File: config.mk
export PLATFORM = sky130hd
export DESIGN_NAME = afifo_flat
export DESIGN_NICKNAME = d
export VERILOG_FILES = /design/src/rtl/afifo_if.sv /design/src/rtl/afifo.sv /design/src/flat_wrapper.sv
export SDC_FILE = /design/constraint.sdc
export NUM_CORES = 1
export LEC_CHECK = 0
export BUFFER_PORTS_ARGS = -buffer_cell sky130_fd_sc_hd__buf_2
export CORE_ASPECT_RATIO = 0.7
export CORE_MARGIN = 8
export CORE_UTILIZATION = 55
export CTS_CLUSTER_SIZE = 28
export DETAILED_ROUTE_END_ITERATION = 8
export GPL_TIMING_DRIVEN = 0
export PLACE_DENSITY = 0.8
export SYNTH_ARGS = -nofsm -noshare
export SYNTH_HDL_FRONTEND = slang
export SYNTH_SLANG_ARGS = --single-unit
File: constraint.sdc
create_clock -name wclk -period 1.9 [get_ports wclk]
set_input_delay 0.095 -clock wclk [delete_from_list [all_inputs] [get_ports wclk]]
set_output_delay 0.095 -clock wclk [all_outputs]
set_load 0.05 [all_outputs]
File: src/rtl/afifo_if.sv
// rtl/afifo_if.sv - handshake bundle between a FIFO and its producer/consumer
//
// Purpose: groups the write and read handshake signals of afifo so that a
// single bus port carries them. The FIFO side uses the slave modport; the
// agent driving writes and reads uses the master modport.
//
// Signals:
//   wren   - write request (master -> slave)
//   wdata  - write data word, dsize bits (master -> slave)
//   wfull  - FIFO holds 2^asize entries (slave -> master)
//   rden   - read request (master -> slave)
//   rdata  - registered read data, dsize bits (slave -> master)
//   rempty - FIFO holds no entries (slave -> master)

interface afifo_if #(
  parameter int dsize = 8
);

  logic             wren;
  logic [dsize-1:0] wdata;
  logic             wfull;
  logic             rden;
  logic [dsize-1:0] rdata;
  logic             rempty;

  modport master (
    output wren,
    output wdata,
    output rden,
    input  wfull,
    input  rdata,
    input  rempty
  );

  modport slave (
    input  wren,
    input  wdata,
    input  rden,
    output wfull,
    output rdata,
    output rempty
  );

endinterface

File: src/rtl/afifo.sv
// rtl/afifo.sv - single-clock FIFO with wrap-bit pointers and registered read data
//
// Purpose: rate-smoothing buffer between a producer and a consumer that share
// the clock wclk. Storage is a 2^asize-entry register array; occupancy is
// tracked by (asize+1)-bit write/read pointers whose MSB is a wrap bit, so
// full and empty are told apart without a separate counter.
//
// Ports:
//   wclk   - the single clock; all state updates on its rising edge
//   wrstn  - asynchronous active-low reset of pointers and rdata
//   bus    - afifo_if slave modport:
//              wren/wdata  write request and data (ignored while wfull)
//              rden        read request (ignored while rempty)
//              rdata       read word, valid after the edge that accepts rden
//              wfull       2^asize entries stored
//              rempty      no entries stored
//
// Parameters:
//   dsize  - data word width in bits; must match the interface instance
//   asize  - address width; depth is 2^asize entries

module afifo #(
  parameter int dsize = 8,
  parameter int asize = 4
) (
  input  logic   wclk,
  input  logic   wrstn,
  afifo_if.slave bus
);

  localparam int depth = 1 << asize;

  logic [dsize-1:0] mem [depth];

  logic [asize:0]   wptr;
  logic [asize:0]   rptr;
  logic [dsize-1:0] rdata_q;

  logic             full;
  logic             empty;
  logic             wr_accept;
  logic             rd_accept;
  logic [asize-1:0] waddr;
  logic [asize-1:0] raddr;

  assign waddr = wptr[asize-1:0];
  assign raddr = rptr[asize-1:0];

  // Equal pointers mean empty; equal addresses with differing wrap bits mean
  // the writer has lapped the reader exactly once, i.e. full.
  assign empty = (wptr == rptr);
  assign full  = (wptr[asize] != rptr[asize]) && (waddr == raddr);

  // Both requests are qualified by the flags as they stand before the edge,
  // so a simultaneous write into an empty FIFO is not bypassed to rdata and
  // a simultaneous write into a full FIFO is dropped while the read proceeds.
  assign wr_accept = bus.wren && !full;
  assign rd_accept = bus.rden && !empty;

  // Storage is not reset: after reset the pointers are equal, so no stale
  // entry can be read before it has been rewritten.
  always_ff @(posedge wclk) begin
    if (wr_accept) begin
      mem[waddr] <= bus.wdata;
    end
  end

  always_ff @(posedge wclk or negedge wrstn) begin
    if (!wrstn) begin
      wptr <= '0;
    end else if (wr_accept) begin
      wptr <= wptr + 1'b1;
    end
  end

  always_ff @(posedge wclk or negedge wrstn) begin
    if (!wrstn) begin
      rptr    <= '0;
      rdata_q <= '0;
    end else if (rd_accept) begin
      rptr    <= rptr + 1'b1;
      rdata_q <= mem[raddr];
    end
  end

  assign bus.rdata  = rdata_q;
  assign bus.rempty = empty;
  assign bus.wfull  = full;

endmodule

File: src/flat_wrapper.sv
// flat-port wrapper written by rule: the top's interface ports become plain ports
module afifo_flat 
#(
  parameter int dsize = 8,
  parameter int asize = 4
)
  (wclk, wrstn, bus_wren, bus_wdata, bus_rden, bus_wfull, bus_rdata, bus_rempty);
  afifo_if #(.dsize(dsize)) bus_i ();
  input  logic wclk;
  input  logic wrstn;
  input wire logic [$bits(bus_i.wren)-1:0] bus_wren;
  input wire logic [$bits(bus_i.wdata)-1:0] bus_wdata;
  input wire logic [$bits(bus_i.rden)-1:0] bus_rden;
  output wire logic [$bits(bus_i.wfull)-1:0] bus_wfull;
  output wire logic [$bits(bus_i.rdata)-1:0] bus_rdata;
  output wire logic [$bits(bus_i.rempty)-1:0] bus_rempty;
  assign bus_i.wren = bus_wren;
  assign bus_i.wdata = bus_wdata;
  assign bus_i.rden = bus_rden;
  assign bus_wfull = bus_i.wfull;
  assign bus_rdata = bus_i.rdata;
  assign bus_rempty = bus_i.rempty;
  afifo #(.dsize(dsize), .asize(asize)) u_core (.wclk(wclk), .wrstn(wrstn), .bus(bus_i));
endmodule
* Word level (Yosys, flattened, before mapping)
Memory sizes are Yosys's and may differ from the RTL's. A register that Yosys moved wholly into a read port is not among the register bits.
Index checks and enable logic that the tools add are counted.
** Operators by class
- Add/sub/neg operators :: 2
- Equal/unequal tests :: 3
- Mux-type cells :: 2
- Reductions and logical operators :: 6
** Operators by type and width (number)
- adder 5 x 1 -> 5 bit, second input constant :: 2
- equality test 5 bit :: 1
- equality test 4 bit :: 1
- logical AND 1 bit :: 3
- zero test 1 bit :: 3
- 2-to-1 mux 1 bit :: 2
- inequality test 1 bit :: 1
** Word-level totals
- Bits in registers :: 10
- Bits in writable memories :: 128
- Bits of input ports :: 12
- Output and inout port bits :: 10
- Word-level logic and storage cells :: 16
- Memories :: 1
** Memory list
- u_core.mem :: depth 16, bits a word 8, read ports 1, clocked after memory_dff 1, wr ports 1, line afifo.sv:33 : logic [dsize-1:0] mem [depth];

* Depth between registers and ports, before layout
- Depth in word-level cells :: 6
- Depth in mapped cells :: 7
- Gate-level depth less buffers :: 4

* Least setup slack after synthesis
OpenSTA, ideal clock, no wires.
- Path type :: register -> register
- Start point :: register u_core.rptr[0]
- End point :: memory u_core.mem[3][0] (enable)
- Library setup time :: 0.383 ns
- Data arrival time :: 1.692 ns
- Required time :: 1.517 ns
- Slack :: -0.176 ns
- Cell stages (with the launch flop) :: 6
- Buffers on the path :: 1
- Clock period less this slack :: 2.076 ns
- Cell sequence :: dfrtp_1 -> buf_2 -> xnor2_1 -> nand4_2 -> o211ai_1 -> nor3_1
** Between the ends
- Cells in the longest elaborated chain, start to end :: 6
** RTL lines
- start: declaration :: line afifo.sv:36 : logic [asize:0] rptr;
- start signal: assignment :: line afifo.sv:81 : rptr <= rptr + 1'b1;
- equality test 4 bit :: line afifo.sv:52 : assign full = (wptr[asize] != rptr[asize]) && (waddr == raddr);
- logical AND 1 bit :: line afifo.sv:52
- zero test 1 bit :: line afifo.sv:57 : assign wr_accept = bus.wren && !full;
- logical AND 1 bit :: line afifo.sv:57
- 2-to-1 mux 1 bit :: line afifo.sv:63 : if (wr_accept) begin
- 2-to-1 mux 1 bit (implied by the code) :: line afifo.sv:64 : mem[waddr] <= bus.wdata;
- end: declaration :: line afifo.sv:33
Every way passes these cells.

* Worst setup path after layout
- Start point :: register u_core.rptr[1]
- End point :: register u_core.rdata_q[3] (netlist: u_core.bus.rdata[3]), read port of u_core.mem
** Between the ends
- Cells in the longest elaborated chain, start to end :: 3
** RTL lines
- equality test 5 bit :: line afifo.sv:51 : assign empty = (wptr == rptr);
- zero test 1 bit :: line afifo.sv:58 : assign rd_accept = bus.rden && !empty;
- logical AND 1 bit :: line afifo.sv:58
- end: declaration :: line afifo.sv:37 : logic [dsize-1:0] rdata_q;
Several ways; a longest one is shown, not always the timed one.
A chain may end at the register's enable or synchronous reset.

==> summary.md <==
| Metric | Value |
|---|---|
| Ports | `22` |
| Number of iterations in the first detailed-routing pass | `5` |
| Final setup violation count | `123` |
| Detailed-route wire length | `13,650 um` |
| Kind of critical path | `reg2reg` |
| Clk sinks | `146` |
| Synth unique cells | `30` |
| Post-Synth Adder-Cell Area | `1.051%` |
| Reg2Reg Setup Slack | `-250 ps` |
| Post-synth top area share | `64.56%` |
| Synth top area cells | `edfxtp_1 (65%), dfrtp_1 (7.6%), mux4_1 (5.7%)` |
| Final worst slack | `-246.1 ps` |
| Die area | `14,460 um^2` |
| CP startpoint kind | `register` |
| Max Root-Sink Buffers | `2` |
| Synth-to-layout area growth | `23.01%` |
| Place WS | `-560.8 ps` |
| Post-synthesis sequential area ratio | `72.13%` |
| Mux cell area share after synthesis | `15.99%` |
| Worst-Skew Late Latency | `420 ps` |
| Residual DRC count | `0` |
| Worst-Margin Slew | `1173 ps` |
| Root Buffer | `clkbuf_16` |
| Antenna-violating nets left | `0` |
| Core Region | `10,430 um^2` |
| CTS tree | `done` |
| Synth Area per Inst | `19.78 um^2` |
| Slowest-stage cell, CP | `mux4_2` |
| PortBufs | `21` |
| MaxCap Viol Count | `0` |
| Clk slew on worst S/H paths | `60 ps` |
| Simple-gate area share of the yosys netlist | `3.594%` |
| Cell Count, Final, Fillers Out | `501` |
| Vias per inst | `6.375` |
| Yosys warns | `0` |
| First-pass GRT wire length | `19,750 um` |
| Synth Cell Area | `5953 um^2` |
| RSZ-0062 raised after global routing | `true` |
| Mapped Cells | `301` |
| Slew HR | `21.82%` |
| CTS HTree Levels | `4` |
| Nets@finish | `373` |
| RD Place Congestion | `0.8207` |
| Die W | `140.4 um` |
| ANT cells | `0` |
| Slew Limit Fails | `0` |
| Effective utilization at floorplan | `57.06%` |
| Share of cells above drive strength 1 | `41.73%` |
| DP Wirelength | `7874 um` |
| Compound-cell area share of the yosys netlist | `3.531%` |
| Final Skew | `7.960 ps` |
| Post-Place Cells | `454` |
| Mapped Nets | `318` |
| Per-cell routed wire length | `27.24 um` |
| PwrDens | `1726 nW/um^2` |
| Area leader, netlist | `edfxtp_1` |
| Status | `finished, violations left` |
| GRT overflow | `0` |
| Required time worst endpoint | `2200 ps` |
| CP Data Arrival Time | `2440 ps` |
| DR iter-0 viols | `304` |
| Post-layout min period | `2146 ps` |
| Peak supply drop | `1.108 mV` |
| TritonCTS Buffers | `17` |
| Total Routing Usage GR | `19.68%` |
| CP Cell Sequence | `buf_12 > mux4_2 > mux2_4 > a22o_1 > mux2_2` |
| Synth Register Bits | `146` |
| Pin count of the biggest net entering global routing | `19` |
| Leak | `2.614 nW` |
| Final worst path period share | `113.0%` |
| Largest family of logic cells by synthesized area | `multiplexers` |
| Worst-path fanout max | `5` |
| Max incr delay on CP | `550 ps` |
| Vias | `3,194` |
| Die H | `103.0 um` |
| # rows | `31` |
| Failing checks | `setup timing` |
| Antenna violations before repair | `0` |
| FILL cells | `625` |
| XOR/XNOR Fraction of Synth Area | `2.060%` |
| Hold WC Path Type | `in2reg` |
| Vias in the first global route | `3,216` |
| Count of final hold-check violations | `0` |
| Fmax | `466.0 MHz` |
| Worst setup EP type | `register` |
## Yosys cell counts (all sizes together)
cell type	count
nand2b	8
nand4	1
buf	9
o2111ai	1
nor2b	5
inv	3
clkbuf	7
mux2	18
xnor2	13
mux4	24
and2	1
dfrtp	18
o21a	1
xor2	1
and3	15
o211ai	5
ha	5
edfxtp	128
mux2i	16
o21ai	1
nor3	1
a22o	8
a221oi	8
nor2	4
## placed cells by master, fill, tap and decap left out, drive strengths merged, types with 2 or more instances in the layout
cell type / instances
a22o: 8
and3: 15
mux4: 24
clkinvlp: 2
dfrtp: 18
edfxtp: 128
nor2b: 5
mux2: 18
mux2i: 16
a221oi: 8
ha: 5
clkinv: 6
nand2b: 8
clkbuf: 28
inv: 3
buf: 44
o211ai: 5
nor2: 4
bufinv: 3
xnor2: 13
## critical path, delay by kind of cell, from the launching register on
family | cells | cell delay [ps]
muxes | 3 | 1120
DFF | 1 | 470
buffers and inverters | 1 | 160
AOI/OAI and AO/OA | 1 | 270
## per-layer routing
metal	vias up	share of wire, %	GRT usage (%)	wire length (um)
met5	-	0	0	0
met4	0	2.3	7.973	310
met3	24	9.1	5.042	1238
met2	155	47	30.94	6363
met1	1678	42	26.06	5735
li1	1337	-	-	-
## area by class of cell
cell class	count	area [um^2]	share of cell area, %
buffer	14	150.1	2.050
clock buffer	21	460.4	6.287
clock inverter	11	137.6	1.879
inverter	3	11.26	0.1538
multi-input combinational	136	1788	24.41
sequential	146	4295	58.65
tap	132	165.2	2.255
timing repair buffer	38	315.3	4.305
## worst paths after layout
| path | depth (start not counted) | to | startpoint |
|---|---|---|---|
| worst max-delay path | 5 | u_core.bus.rdata[3]$_DFFE_PN0P_ | u_core.rptr[1]$_DFFE_PN0P_ |
| worst min-delay path | 3 | u_core.rptr[3]$_DFFE_PN0P_ | bus_rden |
| worst max register to register | 5 | u_core.bus.rdata[3]$_DFFE_PN0P_ | u_core.rptr[1]$_DFFE_PN0P_ |
| worst min register to register | 1 | u_core.bus.rdata[2]$_DFFE_PN0P_ | u_core.bus.rdata[2]$_DFFE_PN0P_ |
| max in group asynchronous | 2 | u_core.rptr[1]$_DFFE_PN0P_ | wrstn |
| min in group asynchronous | 2 | u_core.bus.rdata[5]$_DFFE_PN0P_ | wrstn |
## sequential cells by signal (all words and copies together) (netlist names)
register	count
u_core.mem	128
u_core.wptr	5
u_core.bus.rdata	8
u_core.rptr	5
## cell families after synthesis
kind of cell	Yosys count
compound gates	24
xor+xnor	14
fa+ha+maj	5
buf+inv	19
flops	146
mux	58
simple gates	35
## per-stage QoR
step	hold slack, ps	total power [mW]	util (%)	TNS (ps)	area, um^2
finish	28.29	12.64	70.19	-8594	7323
global route	58.16	13.07	70.19	-16990	7323
CTS	16.07	12.23	69.20	-2109	7221
detailed placement	63.16	8.031	59.49	-51410	6207
global placement	58.63	7.906	59.49	-43380	6207
floorplan	-200.6	7.003	-	-2680	5937
## power breakdown
| part | switching, mW | internal, mW |
|---|---|---|
| Sequential | 0.342 | 3.99 |
| Combinational | 2.59 | 2.37 |
| Clock | 1.23 | 2.12 |
| Total | 4.17 | 8.47 |
## what timing repair did
action	in CTS	in global routing
hold endpoints to repair	18	0
cloned	2	1
pin swaps	4	11
hold buffers	1	0
gates resized for setup	62	16
endpoints found under the setup margin	143	115
buffers inserted	9	6
No activity file was read; power rests on OpenSTA's default activity.
